`config.mk`:
```
export PLATFORM = sky130hd
export DESIGN_NAME = param_shift_register_ctl
export DESIGN_NICKNAME = d
export VERILOG_FILES = /design/src/rtl/param_shift_register_ctl.sv
export SDC_FILE = /design/constraint.sdc
export NUM_CORES = 1
export LEC_CHECK = 0
export BUFFER_PORTS_ARGS = -buffer_cell sky130_fd_sc_hd__buf_2
export CAP_MARGIN = 10
export CORE_UTILIZATION = 40
export DETAILED_ROUTE_END_ITERATION = 12
export SLEW_MARGIN = 0
export SYNTH_ARGS = -nofsm -noshare
export SYNTH_HDL_FRONTEND = slang
export SYNTH_SLANG_ARGS = --single-unit
```
`constraint.sdc`:
```
create_clock -name CLK -period 2 [get_ports CLK]
set_input_delay 0.1 -clock CLK [delete_from_list [all_inputs] [get_ports CLK]]
set_output_delay 0.1 -clock CLK [all_outputs]
set_load 0.01 [all_outputs]
```
`src/rtl/param_shift_register_ctl.sv`:
```
// rtl/param_shift_register_ctl.sv - multi-mode shift register with start/busy/done handshake
//
// Purpose:
//    Load, logical/arithmetic shift, rotate and serial-in shift of a WIDTH-bit
//    register by a variable amount. Default build shifts one bit per clock so the
//    control unit can stall on variable shifts; defining SHIFT_BARREL_EN makes
//    every op complete in a single edge.
//
// Ports:
//    CLK       in   1        clock, rising edge
//    nRST      in   1        asynchronous active-low reset
//    start     in   1        op request, sampled only in IDLE
//    control   in   3        000 NOP, 001 LOAD, 010 SLL, 011 SRL, 100 SRA,
//                            101 ROL, 110 ROR, 111 SLI
//    shamt     in   SHAMT_W  shift amount 0..WIDTH-1
//    dataIn    in   WIDTH    parallel load value
//    serialIn  in   1        fill bit for SLI, sampled each step
//    dataOut   out  WIDTH    register contents
//    shiftOut  out  1        last bit shifted/rotated out
//    busy      out  1        serial shift in progress
//    done      out  1        one-cycle completion pulse
//
// Configuration macro: SHIFT_BARREL_EN (undefined = serial mode)

module param_shift_register_ctl #(
   parameter int WIDTH   = 32,
   parameter int SHAMT_W = $clog2(WIDTH)
) (
   input  logic               CLK,
   input  logic               nRST,
   input  logic               start,
   input  logic [2:0]         control,
   input  logic [SHAMT_W-1:0] shamt,
   input  logic [WIDTH-1:0]   dataIn,
   input  logic               serialIn,
   output logic [WIDTH-1:0]   dataOut,
   output logic               shiftOut,
   output logic               busy,
   output logic               done
);

   localparam logic [2:0] OP_NOP  = 3'b000;
   localparam logic [2:0] OP_LOAD = 3'b001;
   localparam logic [2:0] OP_SLL  = 3'b010;
   localparam logic [2:0] OP_SRL  = 3'b011;
   localparam logic [2:0] OP_SRA  = 3'b100;
   localparam logic [2:0] OP_ROL  = 3'b101;
   localparam logic [2:0] OP_ROR  = 3'b110;
   localparam logic [2:0] OP_SLI  = 3'b111;

   logic [WIDTH-1:0] data_q, data_d;
   logic             so_q, so_d;
   logic             done_q, done_d;

`ifdef SHIFT_BARREL_EN

   localparam logic [SHAMT_W:0] W_EXT = (SHAMT_W+1)'(WIDTH);

   // Returns {shift_out, result}. Caller guarantees n > 0 for shift ops.
   function automatic logic [WIDTH:0] barrel(input logic [2:0]         op,
                                             input logic [WIDTH-1:0]   d,
                                             input logic [SHAMT_W-1:0] n,
                                             input logic               sin);
      logic [WIDTH-1:0]   r;
      logic [WIDTH-1:0]   left_last;
      logic [WIDTH-1:0]   right_last;
      logic [WIDTH-1:0]   fill;
      logic [SHAMT_W-1:0] nm1;
      logic [SHAMT_W:0]   wmn;
      logic               so;
      nm1        = n - 1'b1;
      wmn        = W_EXT - {1'b0, n};
      // The last bit out is the MSB after shifting one position short, and
      // likewise the LSB for right-going ops.
      left_last  = d << nm1;
      right_last = d >> nm1;
      fill       = sin ? ~({WIDTH{1'b1}} << n) : '0;
      r          = d;
      so         = 1'b0;
      case (op)
         OP_SLL: begin r = d << n;                 so = left_last[WIDTH-1]; end
         OP_SRL: begin r = d >> n;                 so = right_last[0];      end
         OP_SRA: begin r = $signed(d) >>> n;       so = right_last[0];      end
         OP_ROL: begin r = (d << n) | (d >> wmn);  so = left_last[WIDTH-1]; end
         OP_ROR: begin r = (d >> n) | (d << wmn);  so = right_last[0];      end
         OP_SLI: begin r = (d << n) | fill;        so = left_last[WIDTH-1]; end
         default: begin r = d;                     so = 1'b0;               end
      endcase
      return {so, r};
   endfunction

   always_ff @(posedge CLK or negedge nRST) begin
      if (!nRST) begin
         data_q <= '0;
         so_q   <= 1'b0;
         done_q <= 1'b0;
      end else begin
         data_q <= data_d;
         so_q   <= so_d;
         done_q <= done_d;
      end
   end

   always_comb begin
      data_d = data_q;
      so_d   = so_q;
      done_d = 1'b0;
      if (start) begin
         done_d = 1'b1;
         if (control == OP_LOAD) begin
            data_d = dataIn;
         end else if (control != OP_NOP && shamt != '0) begin
            {so_d, data_d} = barrel(control, data_q, shamt, serialIn);
         end
      end
   end

   always_comb begin
      dataOut  = data_q;
      shiftOut = so_q;
      busy     = 1'b0;
      done     = done_q;
   end

`else

   typedef enum logic {S_IDLE = 1'b0, S_SHIFT = 1'b1} state_t;

   state_t             state_q, state_d;
   logic [SHAMT_W-1:0] cnt_q, cnt_d;
   logic [2:0]         op_q, op_d;
   logic               busy_q, busy_d;
   logic               is_shift_req;

   // One 1-bit step; returns {shift_out, result}.
   function automatic logic [WIDTH:0] step1(input logic [2:0]       op,
                                            input logic [WIDTH-1:0] d,
                                            input logic             sin);
      case (op)
         OP_SLL:  return {d[WIDTH-1], d[WIDTH-2:0], 1'b0};
         OP_SRL:  return {d[0], 1'b0, d[WIDTH-1:1]};
         OP_SRA:  return {d[0], d[WIDTH-1], d[WIDTH-1:1]};
         OP_ROL:  return {d[WIDTH-1], d[WIDTH-2:0], d[WIDTH-1]};
         OP_ROR:  return {d[0], d[0], d[WIDTH-1:1]};
         OP_SLI:  return {d[WIDTH-1], d[WIDTH-2:0], sin};
         default: return {1'b0, d};
      endcase
   endfunction

   // Ops 010..111 are all shifts; a zero amount completes like a NOP.
   assign is_shift_req = start && (control >= OP_SLL) && (shamt != '0);

   always_ff @(posedge CLK or negedge nRST) begin
      if (!nRST) begin
         state_q <= S_IDLE;
         cnt_q   <= '0;
         op_q    <= OP_NOP;
         data_q  <= '0;
         so_q    <= 1'b0;
         busy_q  <= 1'b0;
         done_q  <= 1'b0;
      end else begin
         state_q <= state_d;
         cnt_q   <= cnt_d;
         op_q    <= op_d;
         data_q  <= data_d;
         so_q    <= so_d;
         busy_q  <= busy_d;
         done_q  <= done_d;
      end
   end

   always_comb begin
      state_d = state_q;
      case (state_q)
         S_IDLE:  if (is_shift_req) state_d = S_SHIFT;
         S_SHIFT: if (cnt_q == SHAMT_W'(1)) state_d = S_IDLE;
         default: state_d = S_IDLE;
      endcase
   end

   always_comb begin
      data_d = data_q;
      so_d   = so_q;
      cnt_d  = cnt_q;
      op_d   = op_q;
      busy_d = busy_q;
      done_d = 1'b0;
      case (state_q)
         S_IDLE: begin
            if (start) begin
               if (control == OP_LOAD) begin
                  data_d = dataIn;
                  done_d = 1'b1;
               end else if (is_shift_req) begin
                  op_d   = control;
                  cnt_d  = shamt;
                  busy_d = 1'b1;
               end else begin
                  done_d = 1'b1;
               end
            end
         end
         S_SHIFT: begin
            {so_d, data_d} = step1(op_q, data_q, serialIn);
            cnt_d          = cnt_q - 1'b1;
            if (cnt_q == SHAMT_W'(1)) begin
               busy_d = 1'b0;
               done_d = 1'b1;
            end
         end
         default: ;
      endcase
   end

   always_comb begin
      dataOut  = data_q;
      shiftOut = so_q;
      busy     = busy_q;
      done     = done_q;
   end

`endif

endmodule

```
After elaboration in Yosys (flattened, before gate mapping):

Index checks and enable logic that the tools add are counted.

* register bits: 44
* bits of input ports: 44
* output and inout bits: 35
* logic and storage cells: 57

* add/subtract/negate cells: 1
* order comparisons: 1
* equal/unequal tests: 16
* muxes and demuxes: 21
* bitwise logic cells: 2
* reductions and logical operators: 8

Operator list (count)
* $pmux 33 s6: 1
* $mux 32: 2
* $pmux 32 s2: 1
* $mux 5: 3
* $eq 3x3->1 const B: 4
* $reduce_and 4->1: 3
* $mux 1: 10
* $ne 2x2->1 const B: 5
* $pmux 5 s2: 1
* $ne 7x1->1 const B: 1
* $eq 3x2->1 const B: 2
* $ne 6x1->1 const B: 1
* $pmux 1 s2: 3
* $reduce_and 3->1: 2
* $eq 5x1->1 const B: 1
* $reduce_bool 5->1: 1
* $sub 5x1->5 const B: 1
* $eq 3x1->1 const B: 1
* $ge 3x2->1 const B: 1
* $logic_and 1x1->1: 2
* $ne 2x1->1 const B: 1
* $not 1->1: 2

Longest topological paths before layout:

Gate-level depths: netlist of run 1.

* depth after elaboration: 7
* gate-level depth with buffers: 7

Worst setup path after synthesis of run 1:

No wires, ideal clock.

* kind: register to register
* from: register op_q[0]
* to: register data_q[27], in the netlist dataOut[27]
* data arrival time: 1.254 ns
* data required time: 1.863 ns
* setup slack: 0.609 ns
* stages on the path, launching flop included: 7
* path buffers: 3
* cells stage by stage: dfrtp_1 > buf_4 > buf_12 > buf_12 > mux2_1 > a21oi_1 > a21oi_1

* word-level cells in the longest chain between the ends: 3

Ends and longest elaborated chain
* from (decl): RTL line 131 `logic [2:0] op_q, op_d;`
* from (signal assigned): RTL line 165 `op_q <= op_d;`
* $eq 3x3->1 or $eq 3x2->1 (tied branches): RTL line 139 `case (op)`
* $pmux 33 s6 or $ne 7x1->1 (tied branches)
* $pmux 32 s2 or $reduce_and 3->1 (tied branches)
* to (signal assigned): RTL line 166 `data_q <= data_d;`
* to (decl): RTL line 51 `logic [WIDTH-1:0] data_q, data_d;`

Parallel ways exist; a longest one is shown, timed or not.
A chain may end at the register's enable or synchronous reset.

Final worst setup path of run 1:

* from: register state_q
* to: register op_q[0]

* word-level cells in the longest chain between the ends: 2

Ends and longest elaborated chain
* from (decl): RTL line 129 `state_t state_q, state_d;`
* from (signal assigned): RTL line 163 `state_q <= state_d;`
* $not 1->1 (no source line)
* $reduce_and 4->1 (no source line)

Every way passes these cells.

==> impl_results.md, run 1 <==
- Crit path cell chain: a211oi_2, mux2_2
- Placed instance count: 566
- Mean routed wirelength per cell: 15.1 um
- Layout cell share with drive strength beyond 1: 43.3%
- # port buffers: between 70 and 80
- Min Hold Slack: 37.3 ps
- Critical path endpoint category: flip-flop
- Skew final: a little under 10 ps
- Antenna violations before repair: 0
- Filler cell count in the final layout: 896
- Worst hold path startpoint: shamt[3]
- RSZ-0062 raised after global routing: no
- Diodes inserted: 0
- Ys Warns: 0
- Total track usage: ~18%
- Commonest non-fill, non-tap cell in the layout: buf_2
- Vias: 3105
- H-Tree Depth: 2
- Syn Inst Count: 385
- # setup viols final: 0
- Mean Syn Cell Area: between 9 and 10 sq um
- Cell Count, Final, Fillers Out: ~580
- GP Congestion: approximately 0.79
- Die area: slightly below 0.01 sq mm
- Die H: 99.5 um
- F_max: 0.681 GHz
- Final Core Density: a little under half
- Worst hold stages: 3
- Worst Max-Slew Pin Slew: 577 ps
- Max-Cap Viols: 0
- Reg2reg start: state_q
- Layout Nets: 491
- Final ANT Viol Nets: 0
- Mapped Area: ~0.0038 sq mm
- Area delta synth->final: 14.8%
- Post-synth cell types: 39
- TNS Setup: 0 ps
- Tmin final: 1470 ps
- Total clock buffers created by CTS: 5
- Critical path required time: around 2200 ps
- Status: finished, final reports clean
- Post-synthesis register bit count: 44
- Peak supply drop: 0.639 mV
- Largest stage delay, worst path: 520 ps
- Clock Latency Late Sink: 300 ps
- Hold Crit Class: in -> reg
- Final Max Slew Viols: 0
- First-pass iteration count of the detailed router: 4
- Core ar.: 0.00924 sq mm
- Crit-path slowest cell: a211oi_2
- Clk Tree Root Cell: clkbuf_8
- Starting density of the core: 41.2%
- Worst r2r path cells: 2
- Crit-path max FO: 7
- Period utilization: between 70% and 80%
- Total grt overflow: 0
- Power per Cell Area: between 1500 and 2000 mW/mm^2
- Number of global-route vias before repair: 2831
- CTS tree: done
- Post-synthesis sequential area ratio: 29.0%
- Worst EP arrival: 1660 ps
- Hold Crit Endpoint: cnt_q[3]
- Worst rel slew slack: 61.5%
- Maximum buffer depth of the clock tree: 2
- RR Endpoint: op_q[0]
- Num Clock Sinks: 44
- R2R Setup Slk: 530 ps
- Drt first-iter violations: 111
- WL final: 8.68 mm
- First-pass GRT wire length: between 10 and 15 mm
- Die X: between 90 and 100 um
- Clk slew on worst S/H paths: 90 ps
- Synthesized Nets: 431
- WS Path Type: reg -> reg
- HPWL Detailed: 5.90 mm
- Fin. Hold Viols: 0
- Leak: 1.77 nW
- DR DRC count: 0
- Largest net degree at the start of global routing: 50
- Area of the multi-input gates: between 0.002 and 0.0025 sq mm
- Site row count: 35
- Commonest cells after routing, fill and taps aside: 78 x buf_2, 66 x a21oi_1, 58 x a211oi_2
- Via density: between 5 and 6
- Seq. cell area: 0.00111 sq mm
- Crit start category: flip-flop
- IO Pins: 79
-- cells in the mapped netlist, drive strengths merged --
master  count  area (sq um)
a211oi     64           771
nor4b       1          8.76
a21oi      66           330
nand4b      1          8.76
ha          2          25.0
buf        28           238
a21o        1          7.51
a311oi      1          8.76
nand2       5          18.8
dfrtp      44          1100
mux2       35           394
clkbuf     11          52.6
nor2b      31           194
nor2       37           139
o311ai      1          8.76
nor4        1          6.26
nor3        2          10.0
a31oi       1          6.26
inv         3          11.3
o21ai       4          20.0
and4bb      1          12.5
o221ai      1          8.76
mux2i      33           330
a21boi      1          7.51
nor3b       2          15.0
xnor2       2          17.5
o21a        2          15.0
nor4bb      1          10.0
xor2        1          8.76
a221oi      2          17.5
-- how the worst max path moves through the flow --
| stage | from | endpoint | slack (ps) | cells after the start |
|---|---|---|---|---|
| final | state_q | op_q[0] | 530 | 2 |
| after global routing | op_q[1] | dataOut[31] | 390 | 4 |
| after CTS | op_q[1] | dataOut[31] | 510 | 4 |
| after detailed placement | op_q[1] | dataOut[31] | 520 | 4 |
| after global placement | op_q[1] | dataOut[31] | 510 | 4 |
| after floorplan | op_q[0] | dataOut[27] | 610 | 6 |
-- area by class of cell --
cell class | instances | share of cell area (%)
repair buffers | 92 | 12.8
inverters | 3 | 0.258
well taps | 129 | 3.70
clock inverters | 2 | 0.888
clock buffers | 6 | 1.89
flip-flops and latches | 44 | 25.4
multi-input cells | 299 | 55.0
-- sequential cells by signal, indices dropped and copies added, names as in the netlist --
signal    count
dataOut      32
cnt_q         5
op_q          3
busy          1
done          1
shiftOut      1
state_q       1
-- stage by stage --
step,setup slack (ps),instance area (sq um),total power (W)
global placement,511,4240,0.00692
finish,532,4370,0.00777
floorplan,609,3800,0.00606
CTS,507,4370,0.00786
detailed placement,519,4240,0.00709
global route,389,4370,0.00845
-- worst max-delay path, delay by kind of cell (launching register included) --
kind,cells,cell delay [ps]
compound gates,1,520
flops,1,440
mux,1,400
-- cells by family (layout without fill, tap and decap cells) --
family | count (synthesis) | in the layout | share of synthesized area, %
XOR/XNOR | 3 | 3 | 0.691
flip-flops | 44 | 44 | 29.0
multiplexers | 68 | 68 | 19.1
buffers and inverters | 42 | 103 | 7.93
adder cells (fa/ha/maj) | 2 | 2 | 0.658
AO/OA/AOI/OAI | 144 | 144 | 31.6
AND/OR/NAND/NOR | 82 | 82 | 11.1
-- report_power, final --
| part | switching [W] | internal, W | leakage (nW) |
|---|---|---|---|
| clock | 0.000330 | 0.000409 | 0.0614 |
| sequential | 0.000772 | 0.00140 | 0.516 |
| combinational | 0.00246 | 0.00241 | 1.19 |
| total | 0.00356 | 0.00421 | 1.77 |
-- layer usage --
layer | track usage (%) | routed length (um) | vias to the layer above
met4 | 4.07 | 78 | 0
met3 | 2.46 | 291 | 6
met1 | 24.2 | 4180 | 1481
met5 | 0 | 0 | -
li1 | - | - | 1554
met2 | 30.2 | 4140 | 64
-- what timing repair did --
item / 4_1_cts / 5_1_grt
hold buffers: 1 / 0
buffers inserted: 0 / 0
gates resized for setup: 0 / 0
hold endpoints to repair: 16 / 0
endpoints found under the setup margin: 0 / 0
Note: power is estimated with default switching activity, not from simulation.
==> run 2: changes to the inputs <==
==> constraint.sdc (replaced) <==
create_clock -name CLK -period 1.4 [get_ports CLK]
set_input_delay 0.07 -clock CLK [delete_from_list [all_inputs] [get_ports CLK]]
set_output_delay 0.07 -clock CLK [all_outputs]
set_load 0.01 [all_outputs]
==> run 2 against run 1 <==
The flow now finishes with violations (setup timing). Sequential share of layout area decreased by 2.8 points. Non-clock buffer count grew 27. Flip-flop and latch count did not move. Hold slack got worse by 3.5 ps. Clock-buffer cell count shrank 1. Routed wire length rose by 5.9%. Largest power group unchanged. Register-to-register slack got worse by 610 ps. Via count grew 5.7%. Core utilization up 5.9 points. Combinational power increased by 79%. Global-route usage hardly changed.
==> impl_results.md, run 2 (synthesis gave the netlist of run 1 again) <==
- Die H: 99.5 um (unchanged)
- IO Pins: 79 (unchanged)
- Worst rel slew slack: 73.4% (was 61.5%)
- Total grt overflow: 0 (unchanged)
- Placed instance count: 574 (was 566)
- Die area: 0.00990 sq mm (unchanged)
- Period utilization: 105% (was 73.4%)
- Antenna violations before repair: 0 (unchanged)
- F_max: 0.678 GHz (was 0.681 GHz)
- WL met1: 4.31 mm (was 4.18 mm)
- Final Max Slew Viols: 0 (unchanged)
- Filler cell count in the final layout: 845 (was 896)
- Fin. Hold Viols: 0 (unchanged)
- Cell area after layout: 0.00491 sq mm (was 0.00437 sq mm)
- Diodes inserted: 0 (unchanged)
- Largest register FFs: 32 (unchanged)
- Post-place instance area: 0.00437 sq mm (was 0.00424 sq mm)
- Crit-path max FO: 4 (was 7)
- Family with the most delay on the worst path: multiplexers (was compound AO/OA/AOI/OAI gates)
- Peak supply drop: 1.03 mV (was 0.639 mV)
- Largest net degree at the start of global routing: 45 (was 50)
- Largest stage delay, worst path: 500 ps (was 520 ps)
- Num Clock Sinks: 44 (unchanged)
- # setup viols final: 14 (was 0)
- Power per Cell Area: 2610 mW/mm^2 (was 1780 mW/mm^2)
- RSZ-0062 raised after global routing: yes (was no)
- Skew final: 7.30 ps (was 9.79 ps)
- Area delta synth->final: 29.3% (was 14.8%)
- Clock Latency Late Sink: 300 ps (about the same)
- Commonest non-fill, non-tap cell in the layout: buf_2 (unchanged)
- Clk Tree Root Cell: clkbuf_8 (unchanged)
- GP Congestion: 0.848 (was 0.785)
- Max-Cap Viols: 0 (unchanged)
- Worst Max-Slew Pin Slew: 397 ps (was 577 ps)
- Starting density of the core: 41.2% (unchanged)
- Tmin final: 1470 ps (about the same)
- Core ar.: 0.00924 sq mm (unchanged)
- Maximum buffer depth of the clock tree: 2 (unchanged)
- Worst EP arrival: 1670 ps (was 1660 ps)
- Total power: 0.0128 W (was 0.00777 W)
- Total clock buffers created by CTS: 5 (unchanged)
- CTS tree: done (unchanged)
- WL met3: 243 um (was 291 um)
- Drt first-iter violations: 155 (was 111)
- Total track usage: 17.9% (was 17.8%)
- Commonest cells after routing, fill and taps aside: 78 x buf_2, 61 x a211oi_2, 48 x a21oi_1 (was 78 x buf_2, 66 x a21oi_1, 58 x a211oi_2)
- Cell Count, Final, Fillers Out: 602 (was 575)
- Layout Nets: 518 (was 491)
- Violated checks: setup timing
- TNS Setup: -249 ps (was 0 ps)
- Leak: 2.00 nW (was 1.77 nW)
- WL met2: 4.53 mm (was 4.14 mm)
- WS Path Type: reg -> reg (unchanged)
- First-pass iteration count of the detailed router: 4 (unchanged)
- Critical path required time: 1600 ps (was 2190 ps)
- Layout cell share with drive strength beyond 1: 52.9% (was 43.3%)
- Crit start category: flip-flop (unchanged)
- DR top layer: met4 (unchanged)
- Via density: 5.45 (was 5.40)
- WL final: 9.19 mm (was 8.68 mm)
- Hold Crit Class: in -> reg (unchanged)
- DR DRC count: 0 (unchanged)
- CP most frequent cell: mux2_4
- Number of global-route vias before repair: 2969 (was 2831)
- Vias: 3282 (was 3105)
- First-pass GRT wire length: 14.4 mm (was 14.2 mm)
- Worst path bufs/invs: 1 (was 0)
- Critical path endpoint category: flip-flop (unchanged)
- Mean routed wirelength per cell: 15.3 um (was 15.1 um)
- Crit path cell chain: buf_6, mux2_4, a21oi_4, a21oi_2, mux2_4 (was a211oi_2, mux2_2)
- HPWL Detailed: 5.72 mm (was 5.90 mm)
- Final worst slack: -74.8 ps (was 532 ps)
- # port buffers: 78 (unchanged)
- Final ANT Viol Nets: 0 (unchanged)
- Status: finished with violations (was finished, final reports clean)
- H-Tree Depth: 2 (unchanged)
- Die X: 99.5 um (unchanged)
- Crit-path slowest cell: dfrtp_4 (was a211oi_2)
- Site row count: 35 (unchanged)
- Clk slew on worst S/H paths: 90 ps (about the same)
- Final Core Density: 53.2% (was 47.3%)
## run 2: worst paths after layout
path	startpoint	to	slack, ps	cells past startpoint
max in group asynchronous	nRST	op_q[0]	880	3
min	start	done	30	3
max	op_q[0]	shiftOut	-70	5
min in group asynchronous	nRST	dataOut[13]	270	3
max reg2reg	op_q[0]	shiftOut	-70	5
min reg2reg	busy	busy	500	1
## run 2: routing by layer
| metal | GRT usage [%] | vias to the layer above |
|---|---|---|
| met5 | 0 | - |
| met4 | 3.73 | 0 |
| met3 | 2.60 | 8 |
| met2 | 30.6 | 53 |
| met1 | 24.1 | 1612 |
| li1 | - | 1609 |
## run 2: repair_timing
item,4_1_cts,5_1_grt
pin swaps,1,60
endpoints found under the setup margin,4,33
cloned,0,8
setup buffers,0,10
hold buffers,2,0
endpoints found under the hold margin,45,0
resized for setup,6,34
## run 2: tightest hold or removal path: stages
cell    delay [ps]
buf_2          110
nor2_1          40
nor2_1          70
## run 2: through the flow
step	hold slack [ps]	worst slack, ps
after floorplan	-226	8.71
after global placement	73.9	-4.45
after detailed placement	76.2	-50.7
after CTS	13.8	0.571
after global routing	33.0	-112
final	33.7	-74.8
## run 2: layout make-up
class | instances | area [sq um] | area share (%)
sequential | 44 | 1110 | 22.6
tap | 129 | 161 | 3.28
inverter | 3 | 11.3 | 0.229
clock inverter | 3 | 42.5 | 0.866
multi-input combinational | 299 | 2550 | 52.0
timing repair buffer | 119 | 968 | 19.7
clock buffer | 5 | 68.8 | 1.40
## run 2: power breakdown
part | internal [W] | leakage [nW] | switching, W | total, W
logic | 0.00460 | 1.43 | 0.00412 | 0.00872
clock network | 0.000529 | 0.0541 | 0.000491 | 0.00102
registers | 0.00199 | 0.516 | 0.00111 | 0.00310
==> run 3: changes to the inputs <==
==> constraint.sdc (replaced) <==
create_clock -name CLK -period 1.75 [get_ports CLK]
set_input_delay 0.0875 -clock CLK [delete_from_list [all_inputs] [get_ports CLK]]
set_output_delay 0.0875 -clock CLK [all_outputs]
set_load 0.01 [all_outputs]
==> run 3 against run 2 <==
Combinational power down 36%. Register-to-register slack better by 330 ps. Maximum frequency down 1.3%. Core utilization down 5.6 points. Highest routed layer unchanged. Routed wire length down 8.3%. Worst setup slack better by 330 ps. Sequential power down 19%. Flip-flop and latch count unchanged. The run now ends clean. Critical path type unchanged. Global-route usage down 0.18 points. Cell area down 10%. Critical path depth down 1.
==> impl_results.md, run 3 (synthesis gave the netlist of run 1 again) <==
- Worst Max-Slew Pin Slew: 372 ps (was 397 ps)
- Final ANT Viol Nets: 0 (unchanged)
- Crit start category: flip-flop (unchanged)
- Worst rel slew slack: 75.0% (was 73.4%)
- Total track usage: 17.7% (was 17.9%)
- Power per Cell Area: 2030 mW/mm^2 (was 2610 mW/mm^2)
- Drt first-iter violations: 100 (was 155)
- Core ar.: 0.00924 sq mm (unchanged)
- Critical path endpoint category: flip-flop (unchanged)
- Commonest non-fill, non-tap cell in the layout: buf_2 (unchanged)
- Antenna violations before repair: 0 (unchanged)
- Clk Tree Root Cell: clkbuf_8 (unchanged)
- Filler cell count in the final layout: 929 (was 845)
- Vias: 3156 (was 3282)
- Mean routed wirelength per cell: 14.6 um (was 15.3 um)
- Die H: 99.5 um (unchanged)
- Layout cell share with drive strength beyond 1: 43.4% (was 52.9%)
- RSZ-0062 raised after global routing: no (was yes)
- Site row count: 35 (unchanged)
- Die area: 0.00990 sq mm (unchanged)
- Worst EP arrival: 1670 ps (about the same)
- Final Max Slew Viols: 0 (unchanged)
- # port buffers: 78 (unchanged)
- Largest register FFs: 32 (unchanged)
- Total power: 0.00891 W (was 0.0128 W)
- Commonest cells after routing, fill and taps aside: 78 x buf_2, 66 x a21oi_1, 58 x a211oi_2 (was 78 x buf_2, 61 x a211oi_2, 48 x a21oi_1)
- CP startpoint: op_q[0] (unchanged)
- # setup viols final: 0 (was 14)
- Maximum buffer depth of the clock tree: 2 (unchanged)
- Largest net degree at the start of global routing: 45 (unchanged)
- Hold Crit Class: in -> reg (unchanged)
- Die X: 99.5 um (unchanged)
- R2R Setup Slk: 260 ps (was -70 ps)
- GR met2 Demand/Resource: 30.7% (was 30.6%)
- Total grt overflow: 0 (unchanged)
- Via density: 5.48 (was 5.45)
- Skew final: 7.03 ps (was 7.30 ps)
- Worst hold stages: 3 (unchanged)
- RR Endpoint: dataOut[12] (was shiftOut)
- Worst r2r path cells: 4 (was 5)
- WL final: 8.43 mm (was 9.19 mm)
- DR DRC count: 0 (unchanged)
- CTS tree: done (unchanged)
- First-pass GRT wire length: 14.4 mm (about the same)
- M3 GR Usage: 2.46% (was 2.60%)
- Diodes inserted: 0 (unchanged)
- Clock Latency Late Sink: 300 ps (about the same)
- Crit-path max FO: 18 (was 4)
- Fin. Hold Viols: 0 (unchanged)
- Layout Nets: 492 (was 518)
- Tmin final: 1490 ps (was 1470 ps)
- Starting density of the core: 41.2% (unchanged)
- First-pass iteration count of the detailed router: 4 (unchanged)
- Hold Crit Endpoint: cnt_q[3] (was done)
- Area delta synth->final: 15.7% (was 29.3%)
- WS Path Type: reg -> reg (unchanged)
- TNS Setup: 0 ps (was -249 ps)
- Total clock buffers created by CTS: 5 (unchanged)
- Status: finished, final reports clean (was finished with violations)
- Critical path required time: 1920 ps (was 1600 ps)
- Clk slew on worst S/H paths: 90 ps (about the same)
- Worst hold path startpoint: shamt[3] (was start)
- Met1 Track Usage GR: 23.6% (was 24.1%)
- IO Pins: 79 (unchanged)
- Reg2reg start: op_q[0] (unchanged)
- HPWL Detailed: 5.65 mm (was 5.72 mm)
- Num Clock Sinks: 44 (unchanged)
- Number of global-route vias before repair: 2885 (was 2969)
- F_max: 0.669 GHz (was 0.678 GHz)
- Period utilization: 85.4% (was 105%)
- Peak supply drop: 0.783 mV (was 1.03 mV)
- Max-Cap Viols: 0 (unchanged)
- Busiest layer in global routing: met2 (unchanged)
- H-Tree Depth: 2 (unchanged)
- Leak: 1.78 nW (was 2.00 nW)
- GP Congestion: 0.802 (was 0.848)
-- run 3: changes by cell type in the layout (fill, tap and decap cells not counted), sizes merged --
cell / before / now
buf: 111 / 92
clkbuf: 11 / 6
clkinvlp: 1 / 0
dlygate4sd3: 2 / 1
-- run 3: per-layer routing --
metal  up-vias  wire length (um)
li1       1560                 -
met1      1527              3860
met2        65              4240
met3         4               275
met4         0                50
met5         -                 0
-- run 3: metrics by stage --
| step | utilization (%) | hold WS (ps) | instances | area (sq um) | worst slack (ps) |
|---|---|---|---|---|---|
| after detailed placement | 46.2 | 94.3 | 567 | 4270 | 274 |
| after CTS | 47.6 | 13.8 | 576 | 4400 | 248 |
| final | 47.6 | 33.2 | 576 | 4400 | 256 |
| after global placement | 46.2 | 95.8 | 567 | 4270 | 304 |
| after global routing | 47.6 | 42.0 | 576 | 4400 | 136 |
| after floorplan | - | -208 | 385 | 3800 | 359 |
-- run 3: worst max-delay path by stage --
stage / endpoint
floorplan: dataOut[27]
global placement: dataOut[16]
detailed placement: dataOut[16]
CTS: dataOut[12]
global route: dataOut[1]
finish: dataOut[12]
-- run 3: layout make-up --
cell class | count | area, sq um | area share (%)
Tap cell | 129 | 161 | 3.67
Sequential cell | 44 | 1110 | 25.2
Timing Repair Buffer | 93 | 593 | 13.5
Clock buffer | 6 | 82.6 | 1.88
Inverter | 3 | 11.3 | 0.256
Multi-Input combinational cell | 299 | 2400 | 54.6
Clock inverter | 2 | 38.8 | 0.882
-- run 3: worst max-delay path, cell delays in order, from the launching register on --
cell	delay, ps
dfrtp_4	460
buf_4	280
mux2_2	360
a21oi_1	170
a21oi_1	100
-- run 3: what timing repair did --
action                    4_1_cts  5_1_grt
hold endpoints to repair       44        0
buffers inserted                0        0
hold buffers                    1        0
gates resized for setup         0        0
-- run 3: power by group --
part	internal [W]	switching [W]
sequential	0.00159	0.000927
combinational	0.00278	0.00276
clock	0.000468	0.000383
